==> config.mk <==
export PLATFORM = sky130hd
export DESIGN_NAME = uart_stream_arb
export DESIGN_NICKNAME = d
export VERILOG_FILES = /design/src/rtl/uart_stream_arb.sv
export SDC_FILE = /design/constraint.sdc
export NUM_CORES = 1
export LEC_CHECK = 0
export BUFFER_PORTS_ARGS = -buffer_cell sky130_fd_sc_hd__buf_2
export CAP_MARGIN = 40
export CORE_MARGIN = 3
export CORE_UTILIZATION = 39
export DETAILED_ROUTE_END_ITERATION = 8
export GPL_TIMING_DRIVEN = 0
export PLACE_DENSITY = 0.87
export SYNTH_ARGS = -nofsm -noshare
export SYNTH_HDL_FRONTEND = slang
export SYNTH_SLANG_ARGS = --single-unit
==> constraint.sdc <==
create_clock -name clk -period 2.2 [get_ports clk]
set_clock_uncertainty 0.15 [all_clocks]
set_input_delay 0.11 -clock clk [delete_from_list [all_inputs] [get_ports clk]]
set_output_delay 0.11 -clock clk [all_outputs]
set_load 0.01 [all_outputs]
==> src/rtl/uart_stream_arb.sv <==
// uart_stream_arb
// Packet-locked round-robin arbiter that merges NUM_SRC byte streams into the
// single s_axis input of a UART transmitter. One bubble cycle is spent in IDLE
// per arbitration; while a packet is granted the datapath is a pure mux, so no
// beat is ever buffered, dropped or duplicated.
//
// Optional feature: define UART_STREAM_ARB_TIMEOUT_EN to compile in a stall
// watchdog that revokes a grant whose source has held valid low for
// TIMEOUT_CYCLES consecutive cycles mid-packet. Without the macro a stalled
// grant is held indefinitely and timeout_err is tied low.

module uart_stream_arb #(
  parameter int DATA_WIDTH     = 8,
  parameter int NUM_SRC        = 4,
  parameter int TIMEOUT_CYCLES = 1024
) (
  input  logic                          clk,
  input  logic                          rst,
  input  logic [NUM_SRC*DATA_WIDTH-1:0] req_tdata,
  input  logic [NUM_SRC-1:0]            req_tvalid,
  input  logic [NUM_SRC-1:0]            req_tlast,
  output logic [NUM_SRC-1:0]            req_tready,
  output logic [DATA_WIDTH-1:0]         m_axis_tdata,
  output logic                          m_axis_tvalid,
  input  logic                          m_axis_tready,
  output logic                          grant_valid,
  output logic [$clog2(NUM_SRC)-1:0]    grant_id,
  output logic                          pkt_done,
  output logic                          timeout_err
);

  localparam int ID_W = $clog2(NUM_SRC);

  typedef enum logic [0:0] {
    IDLE = 1'b0,
    XFER = 1'b1
  } state_t;

  state_t                state_q;
  state_t                state_d;
  logic [ID_W-1:0]       grant_q;
  logic [ID_W-1:0]       grant_d;
  logic [ID_W-1:0]       last_q;
  logic [ID_W-1:0]       last_d;

  logic [ID_W-1:0]       rr_sel;
  logic                  rr_found;

  logic                  cur_valid;
  logic                  cur_last;
  logic [DATA_WIDTH-1:0] cur_data;
  logic                  beat;
  logic                  stall_hit;

  // Mux the currently granted source onto a set of local signals.
  always_comb begin
    cur_valid = req_tvalid[grant_q];
    cur_last  = req_tlast[grant_q];
    cur_data  = req_tdata[grant_q*DATA_WIDTH +: DATA_WIDTH];
  end

  // Round-robin search: first valid source after last_q, wrapping at NUM_SRC.
  always_comb begin
    logic [ID_W:0] cand;
    rr_found = 1'b0;
    rr_sel   = last_q;
    cand     = '0;
    for (int i = 1; i <= NUM_SRC; i++) begin
      cand = {1'b0, last_q} + (ID_W+1)'(i);
      if (cand >= (ID_W+1)'(NUM_SRC)) begin
        cand = cand - (ID_W+1)'(NUM_SRC);
      end
      if (!rr_found && req_tvalid[cand[ID_W-1:0]]) begin
        rr_found = 1'b1;
        rr_sel   = cand[ID_W-1:0];
      end
    end
  end

  // A beat moves only on a valid/ready handshake while a packet is granted.
  always_comb begin
    beat = (state_q == XFER) && cur_valid && m_axis_tready;
  end

`ifdef UART_STREAM_ARB_TIMEOUT_EN
  // Counter only ever reaches TIMEOUT_CYCLES-1 before the grant is revoked.
  localparam int CNT_W = $clog2(TIMEOUT_CYCLES);

  logic [CNT_W-1:0] stall_cnt_q;

  // The TIMEOUT_CYCLES-th consecutive cycle with the granted valid low.
  always_comb begin
    stall_hit = (state_q == XFER) && !cur_valid &&
                (stall_cnt_q == CNT_W'(TIMEOUT_CYCLES - 1));
  end

  // Count consecutive valid-low cycles of the granted source; a high valid
  // (even without ready) or a fresh grant restarts the count.
  always_ff @(posedge clk or posedge rst) begin
    if (rst) begin
      stall_cnt_q <= '0;
    end else if (state_q != XFER) begin
      stall_cnt_q <= '0;
    end else if (cur_valid || stall_hit) begin
      stall_cnt_q <= '0;
    end else begin
      stall_cnt_q <= stall_cnt_q + 1'b1;
    end
  end
`else
  assign stall_hit = 1'b0;
`endif

  // FSM next-state, grant bookkeeping and the combinational stream datapath.
  always_comb begin
    state_d       = state_q;
    grant_d       = grant_q;
    last_d        = last_q;
    m_axis_tdata  = '0;
    m_axis_tvalid = 1'b0;
    req_tready    = '0;
    pkt_done      = 1'b0;
    timeout_err   = 1'b0;
    unique case (state_q)
      IDLE: begin
        // Bubble cycle: datapath closed while the next grant is chosen.
        if (rr_found) begin
          grant_d = rr_sel;
          state_d = XFER;
        end
      end
      XFER: begin
        m_axis_tdata        = cur_data;
        m_axis_tvalid       = cur_valid;
        req_tready[grant_q] = m_axis_tready;
        if (beat && cur_last) begin
          pkt_done = 1'b1;
          last_d   = grant_q;
          state_d  = IDLE;
        end else if (stall_hit) begin
          timeout_err = 1'b1;
          last_d      = grant_q;
          state_d     = IDLE;
        end
      end
      default: begin
        state_d = IDLE;
      end
    endcase
  end

  // State, grant and round-robin pointer registers; last_q resets so that
  // source 0 is first in line.
  always_ff @(posedge clk or posedge rst) begin
    if (rst) begin
      state_q <= IDLE;
      grant_q <= '0;
      last_q  <= ID_W'(NUM_SRC - 1);
    end else begin
      state_q <= state_d;
      grant_q <= grant_d;
      last_q  <= last_d;
    end
  end

  assign grant_valid = (state_q == XFER);
  assign grant_id    = grant_q;

endmodule

* Word level (Yosys, flattened, before mapping)
Index checks and enable logic that the tools add are counted.
Storage, ports and cells: flip-flop bits (word level) 5, output and inout bits 18, logic and storage cells 70
Operators by class: add/subtract/negate cells 8, magnitude comparators 10, shift-type cells 1, muxes and demuxes 34, bitwise gates (word level) 2, reduce and logical (&&, ||, !) cells 12
Operator list (count):
- $shiftx A32 B6 Y8 | 1
- $mux W1 | 16
- $mux W2 | 8
- $lt A2 B3 Y1 const B | 5
- $bmux W1 S2 | 6
- $ge A3 B3 Y1 const B | 4
- $mux W8 | 1
- $sub A2 B1 Y2 const B | 4
- $logic_and A1 B1 Y1 | 7
- $add A2 B2 Y3 const B | 2
- $and A4 B4 Y4 | 1
- $mux W4 | 1
- $reduce_and A2 Y1 | 2
- $add A2 B1 Y3 const B | 1
- $add A2 B3 Y3 const B | 1
- $logic_not A1 Y1 | 3
- $demux W1 S2 | 1
- $ge A2 B1 Y1 const B | 1
- $pmux W1 S2 | 1
- $not A1 Y1 | 1

* Depth between registers and ports, before layout
Gate-level depths: netlist (run 1).
word-level depth 17, gate-level depth with buffers 5, mapped depth without buffers 4

* Least setup slack after synthesis (run 1)
Ideal clock, no wire load.
path kind register to register, start reg grant_q[0], in the netlist grant_id[0], end reg last_q[0], setup time 0.082 ns, arrival time 1.316 ns, slack 0.651 ns, cell stages (with the launch flop) 5, buffers on the path 1, clock period less this slack 1.549 ns, path through dfrtp_1 > buf_6 > o211ai_1 > o2111a_2 > mux2_4
On the way: longest elaborated chain between the ends 6, elaborated cells between the ends (all ways) 8, classes of those cells 4 x mux; 4 x reduce/logical
Ends and longest elaborated chain:
- start, declared | RTL line 41 | logic [ID_W-1:0] grant_q;
- start signal, assigned | RTL line 161 | grant_q <= grant_d;
- $bmux W1 S2 | RTL line 57 | cur_valid = req_tvalid[grant_q];
- $mux W1 (implied by the code) | RTL line 57
- $logic_and A1 B1 Y1 (2 in series) | RTL line 82 | beat = (state_q == XFER) && cur_valid && m_axis_tready;
- $logic_and A1 B1 Y1 | RTL line 136 | if (beat && cur_last) begin
- $reduce_and A2 Y1 (no source line)
- end signal, assigned | RTL line 158 | last_q <= ID_W'(NUM_SRC - 1);
- end signal, assigned | RTL line 162 | last_q <= last_d;
- end, declared | RTL line 43 | logic [ID_W-1:0] last_q;
Several ways; a longest one is shown, not always the timed one. The select of a mux whose other input is x is not followed. A chain may end at the register's enable or synchronous reset.

* Final worst setup path (run 1)
start reg grant_q[1], in the netlist grant_id[1], end out m_axis_tdata[6]
On the way: longest elaborated chain between the ends 2
Ends and longest elaborated chain:
- $shiftx A32 B6 Y8 | RTL line 59 | cur_data = req_tdata[grant_q*DATA_WIDTH +: DATA_WIDTH];
- $mux W8 | RTL line 124 | unique case (state_q)
- end, declared | RTL line 23 | output logic [DATA_WIDTH-1:0] m_axis_tdata,
Every way passes these cells.

==> run metrics, run 1 <==
status complete, no violations; FP Rows 14; YS warnings 0; Total Wirelength 2010 um; TritonCTS sink count 5; Total Routing Usage GR 0.167; die height 47.2 um; area occupied by multi-input gates 480 um^2; global-route met2 utilization 0.332; post-synthesis cell count 65; IO buf count 59; Core Box Area 1560 um^2; Synth Area in Adders 0; met3 Track Usage GR 0.0268; TritonCTS buffer count 3; clk root buf clkbuf_4; Die ar. 2230 um^2; Hold Vio Cnt, Final 0; first-pass GRT wire length 2660 um; leak pwr 0.000517 uW; CTS tree built; main combinational cell family by area after synthesis multiplexers; Setup TNS 0 ns; Power Density 1130 nW/um^2; routed wire length per instance 13.9 um; Pins Over Slew Limit 0; Final setup violation count 0; initial antenna violation count 0; largest area contributor in the netlist mux4_2; gpl congestion 0.818; max cap viols 0; CP max stage delay 0.35 ns; crit end category output pin; diode count 0; WHS Path Cells 3; synthesized area per cell 10.2 um^2; clk slew on worst S/H paths 0.04 ns; slowest cell on the critical path dfrtp_1; Synth Cell Area 663 um^2; distinct cell type count after synthesis 30; filler-free cell count of the finished design 145; FILL cells 133; Seq/Total Area, Yosys 0.192; worst path cell trace buf_2, buf_2, mux4_2, and2_1, buf_2; synth top area cells mux4_2 31%, dfrtp_1 11%, and2_1 8.5%, dfstp_2 7.9%, nand2_1 3.4%; Post-synth EDFFs 0; critical path depth 5; ys async rst share 1.00; Clock Tree Buf Depth 2; initial DRC count 3; antenna viol nets, final 0; Overflow after GRT 0; Synth Flop Type dfrtp_1; io pins 61; compound-gate portion of the synthesized area 0.153; critical path buffer and inverter count 3; H-tree levels 1; Worst-Skew Late Latency 0.24 ns; startpoint types flop; vias in the first global route 698; Layout Nets 173; worst-path fanout max 10; Crit path max-delay family buffers and inverters; Residual DRC 0; share of post-route cells with drive strength above 1 0.659; routed vias 776; Synth top area share 0.306; die extent in x 47.2 um; multiplexer share of the synthesized area 0.345; DR pass1 iterations 2; Worst EP arrival 1.65 ns; CP required 1.94 ns; DP Wirelength 1710 um; critical path class flop to output pin; placed insts 140; XOR/XNOR share of the synthesized area 0; GR peak layer met2; min Tclk post-route 1.91 ns; Starting Density 0.425; largest net degree at the start of global routing 11; Area growth, synth to finish 53.0%; storage element area 128 um^2; FMAX 523 MHz; Avg Vias per Cell 5.35; simple-gate portion of the synthesized area 0.221; syn nets 108; Hold/Removal Path Class input port to flop; Peak VDD IR 0.588 mV; RSZ-0062 raised after global routing false; fin crit share 0.869; M1 GR Usage 0.167; synthesized flop and latch total 5; Setup Fix Bufs, Post-CTS 0; R2R cell count 4; crit-path most repeated cell buf_2
cells in the final DEF, fill, tap and decap left out, types with 3 or more instances in the layout:
cell / count
nand2_1: 6
inv_1: 4
o211ai_1: 3
mux4_2: 9
and2_1: 9
buf_2: 61
dfrtp_1: 3
clkbuf_4: 3
state kept, by name (all words and copies together) (netlist names):
signal and cells:
grant_id 2, grant_valid 1, last_q 2
cell usage after synthesis (2+ instances only):
master / count
and2_1: 9
buf_2: 2
buf_4: 2
dfrtp_1: 3
dfstp_2: 2
inv_1: 4
mux4_2: 9
nand2_1: 6
nand3_2: 2
nor2_1: 2
nor3b_1: 2
o211ai_1: 3
o21ai_0: 2
final timing paths:
kind	from	end	slack (ns)
setup reg to reg	grant_id[0]	last_q[0]	0.66
max in group asynchronous	rst	last_q[1]	1.52
setup / recovery	grant_id[1]	m_axis_tdata[6]	0.29
min in group asynchronous	rst	grant_id[0]	0.15
hold / removal	req_tvalid[2]	grant_id[1]	0.07
hold reg to reg	last_q[1]	last_q[1]	0.46
power by group:
| group | leakage [uW] | switching [uW] | internal (uW) |
|---|---|---|---|
| combinational | 0.000447 | 388 | 458 |
| clock | 0.0000150 | 33.9 | 68.3 |
| sequential | 0.0000550 | 51.7 | 146 |
| total | 0.000517 | 473 | 672 |
logic make-up after synthesis:
family	after synthesis
buffers and inverters	10
muxes	11
and+or+nand+nor	25
AOI/OAI and AO/OA	13
other	1
DFF	5
per-stage QoR:
stage	setup slack, ns	hold slack (ns)	total power, uW	area (um^2)	util
2_1_floorplan	0.651	-0.263	784	663	-
6_report	0.287	0.0732	1150	1010	0.651
4_1_cts	0.284	0.0709	1160	1010	0.651
3_5_place_dp	0.544	-0.145	1050	978	0.628
5_1_grt	0.219	0.0981	1250	1010	0.651
3_3_place_gp	0.579	-0.150	1030	978	0.628
worst reg2reg max path: stages, from the launching register on:
cell	delay, ns
dfrtp_1	0.39
buf_6	0.16
o211ai_1	0.19
o2111a_2	0.27
mux2_4	0.30
layout make-up:
cell class,count,area share
clock buffer,4,0.0259
timing repair buffer,60,0.301
sequential,5,0.126
inverter,4,0.0148
tap,16,0.0197
multi-input combinational,50,0.473
buffer,6,0.0395
layer usage:
layer | routed length [um] | share of wire | vias up
li1 | - | - | 376
met1 | 701 | 0.35 | 360
met2 | 1100 | 0.54 | 38
met3 | 194 | 0.096 | 2
met4 | 20 | 0.0099 | 0
met5 | 0 | 0 | -
what timing repair did:
item	in CTS	in global routing
hold buffers	1	0
resized for setup	0	0
hold endpoints to repair	5	0
Power figures use the tool's default switching activity.
==> run 2: changes to the inputs <==
--- a/config.mk
+++ b/config.mk
@@ -5,12 +5,13 @@
 export SDC_FILE = /design/constraint.sdc
 export NUM_CORES = 1
 export LEC_CHECK = 0
-export BUFFER_PORTS_ARGS = -buffer_cell sky130_fd_sc_hd__buf_2
+export BUFFER_PORTS_ARGS = -buffer_cell sky130_fd_sc_hd__clkbuf_2
 export CAP_MARGIN = 40
 export CORE_MARGIN = 3
 export CORE_UTILIZATION = 39
 export DETAILED_ROUTE_END_ITERATION = 8
 export GPL_TIMING_DRIVEN = 0
+export MAX_ROUTING_LAYER = met4
 export PLACE_DENSITY = 0.87
 export SYNTH_ARGS = -nofsm -noshare
 export SYNTH_HDL_FRONTEND = slang
==> constraint.sdc (replaced) <==
create_clock -name clk -period 2.5 [get_ports clk]
set_clock_uncertainty 0.15 [all_clocks]
set_input_delay 0.125 -clock clk [delete_from_list [all_inputs] [get_ports clk]]
set_output_delay 0.125 -clock clk [all_outputs]
set_load 0.01 [all_outputs]
==> run metrics, run 2 (synthesis gave the netlist of run 1 again) <==
crit end category output pin; Core Box Area 1560 um^2; die extent in x 47.2 um; Worst EP arrival 1.65 ns; diode count 0; FMAX 521 MHz; part of the power in registers 0.172; Gate power share 0.740; internal power 590 uW; CTS tree built; DP Wirelength 1610 um; Clock power frac 0.088; leading cell type in the layout, fill and taps excluded clkbuf_2; first-pass GRT wire length 2590 um; critical path class flop to output pin; WHS Path Cells 3; commonest non-fill, non-tap cells in the layout 59 x clkbuf_2, 9 x mux4_2, 9 x and2_1, 6 x nand2_1, 4 x inv_1; Hold Vio Cnt, Final 0; Layout Nets 173; switch share 0.416; Starting Density 0.425; min Tclk post-route 1.92 ns; status complete, no violations; io pins 61; FP Rows 14; Avg Vias per Cell 5.26; DR pass1 iterations 4; leak pwr 0.000525 uW; worst r2r src grant_id[0]; hold wc startpoint m_axis_tready; TritonCTS sink count 5; H-tree levels 1; routed vias 763; max cap viols 0; placed insts 140; count of cells resized by post-cts repair 0; RSZ-0062 raised after global routing false; largest net degree at the start of global routing 11; CP required 2.23 ns; Worst-Skew Late Latency 0.23 ns; startpoint types flop; Setup Fix Bufs, Post-CTS 0; Hold/Removal Path Class input port to flop; Peak VDD IR 0.558 mV; Total Wirelength 1910 um; TritonCTS buffer count 3; antenna viol nets, final 0; Critical Path Start grant_id[1]; vias in the first global route 688; Total Routing Usage GR 0.164; Power Density 995 nW/um^2; Pins Over Slew Limit 0; initial antenna violation count 0; Overflow after GRT 0; clk slew on worst S/H paths 0.04 ns; Setup TNS 0 ns; fin crit share 0.768; Final setup violation count 0; Clock Tree Buf Depth 2; R2R cell count 4; gpl congestion 0.833; routed wire length per instance 13.1 um; share of post-route cells with drive strength above 1 0.659; Psw 420 uW; Area growth, synth to finish 53.0%; filler-free cell count of the finished design 145; IO buf count 59; clk root buf clkbuf_4; die height 47.2 um; Die ar. 2230 um^2; worst-path fanout max 10; initial DRC count 3; Residual DRC 0
==> run 2: area by class of cell <==
class,count,area [um^2]
fill,146,544
timing repair buffer,60,305
buffer,6,40.0
sequential,5,128
clock buffer,4,26.3
multi-input combinational,50,480
inverter,4,15.0
tap,16,20.0
==> run 2: layer usage <==
layer	track usage	vias up	share of wire
met4	0.0829	0	0
met2	0.291	38	0.52
li1	-	377	-
met1	0.176	348	0.37
met5	-	-	0
met3	0.0192	0	0.10
==> run 2: repair_timing <==
| action | 4_1_cts | 5_1_grt |
|---|---|---|
| endpoints found under the hold margin | 5 | 0 |
| setup endpoints to repair | 0 | 0 |
| hold buffers | 1 | 0 |
==> run 2: critical path, stage by stage, from the launching register on <==
cell      delay (ns)
dfrtp_1         0.35
buf_2           0.21
buf_2           0.25
mux4_2          0.33
and2_1          0.17
clkbuf_2        0.12
==> run 2: path summary, 6_finish.rpt <==
| kind | end | slack, ns |
|---|---|---|
| min in group asynchronous | grant_id[0] | 0.16 |
| worst max-delay path | m_axis_tdata[5] | 0.58 |
| worst max register to register | last_q[0] | 0.95 |
| max in group asynchronous | last_q[0] | 1.81 |
| worst min-delay path | last_q[1] | 0.12 |
| worst min register to register | last_q[1] | 0.46 |
==> run 2: power by group through the flow <==
| stage | clock network [uW] | logic (uW) | registers (uW) |
|---|---|---|---|
| 6_report | 88.3 | 747 | 174 |
| 3_5_place_dp | 0 | 751 | 173 |
| 3_3_place_gp | 0 | 734 | 172 |
| 4_1_cts | 94.9 | 755 | 173 |
| 5_1_grt | 98.5 | 823 | 179 |
| 2_1_floorplan | 0 | 515 | 175 |
==> run 2: through the flow <==
step           hold WS, ns   util  setup slack [ns]  power (uW)  cell area [um^2]
2_1_floorplan       -0.248      -             0.951         690               663
6_report             0.119  0.651             0.579        1010              1010
3_5_place_dp        -0.145  0.628             0.841         924               978
5_1_grt              0.136  0.651             0.480        1100              1010
4_1_cts              0.102  0.651             0.576        1020              1010
3_3_place_gp        -0.153  0.628             0.868         905               978
==> run 3: changes to the inputs <==
--- a/config.mk
+++ b/config.mk
@@ -8,11 +8,11 @@
 export BUFFER_PORTS_ARGS = -buffer_cell sky130_fd_sc_hd__clkbuf_2
 export CAP_MARGIN = 40
 export CORE_MARGIN = 3
-export CORE_UTILIZATION = 39
+export CORE_UTILIZATION = 33
 export DETAILED_ROUTE_END_ITERATION = 8
 export GPL_TIMING_DRIVEN = 0
 export MAX_ROUTING_LAYER = met4
-export PLACE_DENSITY = 0.87
+export PLACE_DENSITY = 0.79
 export SYNTH_ARGS = -nofsm -noshare
 export SYNTH_HDL_FRONTEND = slang
 export SYNTH_SLANG_ARGS = --single-unit
==> constraint.sdc (replaced) <==
create_clock -name clk -period 1.58 [get_ports clk]
set_clock_uncertainty 0.15 [all_clocks]
set_input_delay 0.079 -clock clk [delete_from_list [all_inputs] [get_ports clk]]
set_output_delay 0.079 -clock clk [all_outputs]
set_load 0.01 [all_outputs]
==> run metrics, run 3 (synthesis gave the netlist of run 1 again) <==
hold wc startpoint m_axis_tready; Pins Over Slew Limit 0; Residual DRC 0; Critical Path Start grant_id[0]; Final Power 2040 uW; fin crit share 1.15; clk slew on worst S/H paths 0.04 ns; Placed Instance Area 990 um^2; first-pass GRT wire length 3220 um; Hold/Removal Path Class input port to flop; Area growth, synth to finish 76.2%; Fin Hold WS 0.0600 ns; IO buf count 59; placed insts 149; Worst EP arrival 1.58 ns; area occupied by multi-input gates 518 um^2; routed vias 801; DR pass1 iterations 4; Layout Nets 178; worst r2r src grant_id[0]; final worst slack -0.233 ns; share of post-route cells with drive strength above 1 0.739; H-tree levels 1; min Tclk post-route 1.81 ns; vias in the first global route 788; filler-free cell count of the finished design 159; Total Routing Usage GR 0.165; TritonCTS sink count 5; Clock Tree Buf Depth 2; FMAX 552 MHz; status finished with violations; Die ar. 2580 um^2; Worst-Skew Late Latency 0.24 ns; critical path class flop to output pin; post-route cell area 1170 um^2; io pins 61; die height 50.8 um; failing checks setup timing; WHS Path Cells 3; gpl congestion 0.762; Overflow after GRT 0; Peak VDD IR 0.783 mV; Avg Vias per Cell 5.04; leak pwr 0.000587 uW; leading cell type in the layout, fill and taps excluded clkbuf_2; startpoint types flop; Hold Vio Cnt, Final 0; commonest non-fill, non-tap cells in the layout 49 x clkbuf_2, 12 x buf_6, 9 x mux4_2, 7 x and2_4; FP Rows 15; largest net degree at the start of global routing 11; RSZ-0062 raised after global routing true; CTS tree built; max cap viols 0; Starting Density 0.368; worst-path fanout max 5; Power Density 1750 nW/um^2; CP required 1.35 ns; routed wire length per instance 14.4 um; R2R cell count 5; Setup TNS -2.11 ns; crit end category output pin; initial antenna violation count 0; FILL cells 157; clk root buf clkbuf_4; storage element area 129 um^2; diode count 0; initial DRC count 14; antenna viol nets, final 0; TritonCTS buffer count 3; Total Wirelength 2290 um; die extent in x 50.8 um; Core Box Area 1800 um^2; Final setup violation count 11
-- run 3: power by group --
part           switching [uW]  internal (uW)  leakage (uW)
registers                79.5            206     0.0000540
logic                     634            981      0.000518
clock network            48.1           95.2     0.0000150
-- run 3: final cells by class --
cell class	instances	share of cell area
buffer	6	0.0418
sequential	5	0.110
clock buffer	4	0.0225
multi-input combinational	50	0.443
inverter	4	0.0128
tap	25	0.0268
timing repair buffer	65	0.343
-- run 3: timing repair --
item | CTS | global route
endpoints found under the setup margin | 12 | 13
hold buffers | 1 | 0
endpoints found under the hold margin | 5 | 0
pin swaps | 0 | 2
buffers inserted | 1 | 3
gates resized for setup | 3 | 33
cloned | 0 | 1
-- run 3: path summary, 6_finish.rpt --
check                             endpoint  slack, ns
setup / recovery           m_axis_tdata[2]      -0.23
hold / removal                   last_q[1]       0.06
setup reg to reg                 last_q[0]      -0.06
hold reg to reg                  last_q[1]       0.45
max in group asynchronous        last_q[0]       0.93
min in group asynchronous      grant_valid       0.11
-- run 3: layer usage --
layer  share of wire  track usage  vias to the layer above
li1                -            -                      386
met1            0.35        0.168                      366
met2            0.54        0.304                       43
met3           0.086       0.0292                        6
met4           0.022       0.0807                        0
met5               0            -                        -
-- run 3: metrics by stage --
stage | setup WS (ns) | util
global placement | -0.0148 | 0.549
floorplan | 0.0315 | -
global route | -0.278 | 0.649
detailed placement | -0.0554 | 0.549
CTS | -0.270 | 0.578
finish | -0.233 | 0.649
-- run 3: worst max-delay path, stage by stage (launching register included) --
cell and delay (ns):
dfrtp_2 0.40, buf_6 0.15, mux4_2 0.51, and2_4 0.17
buf_6 0.11
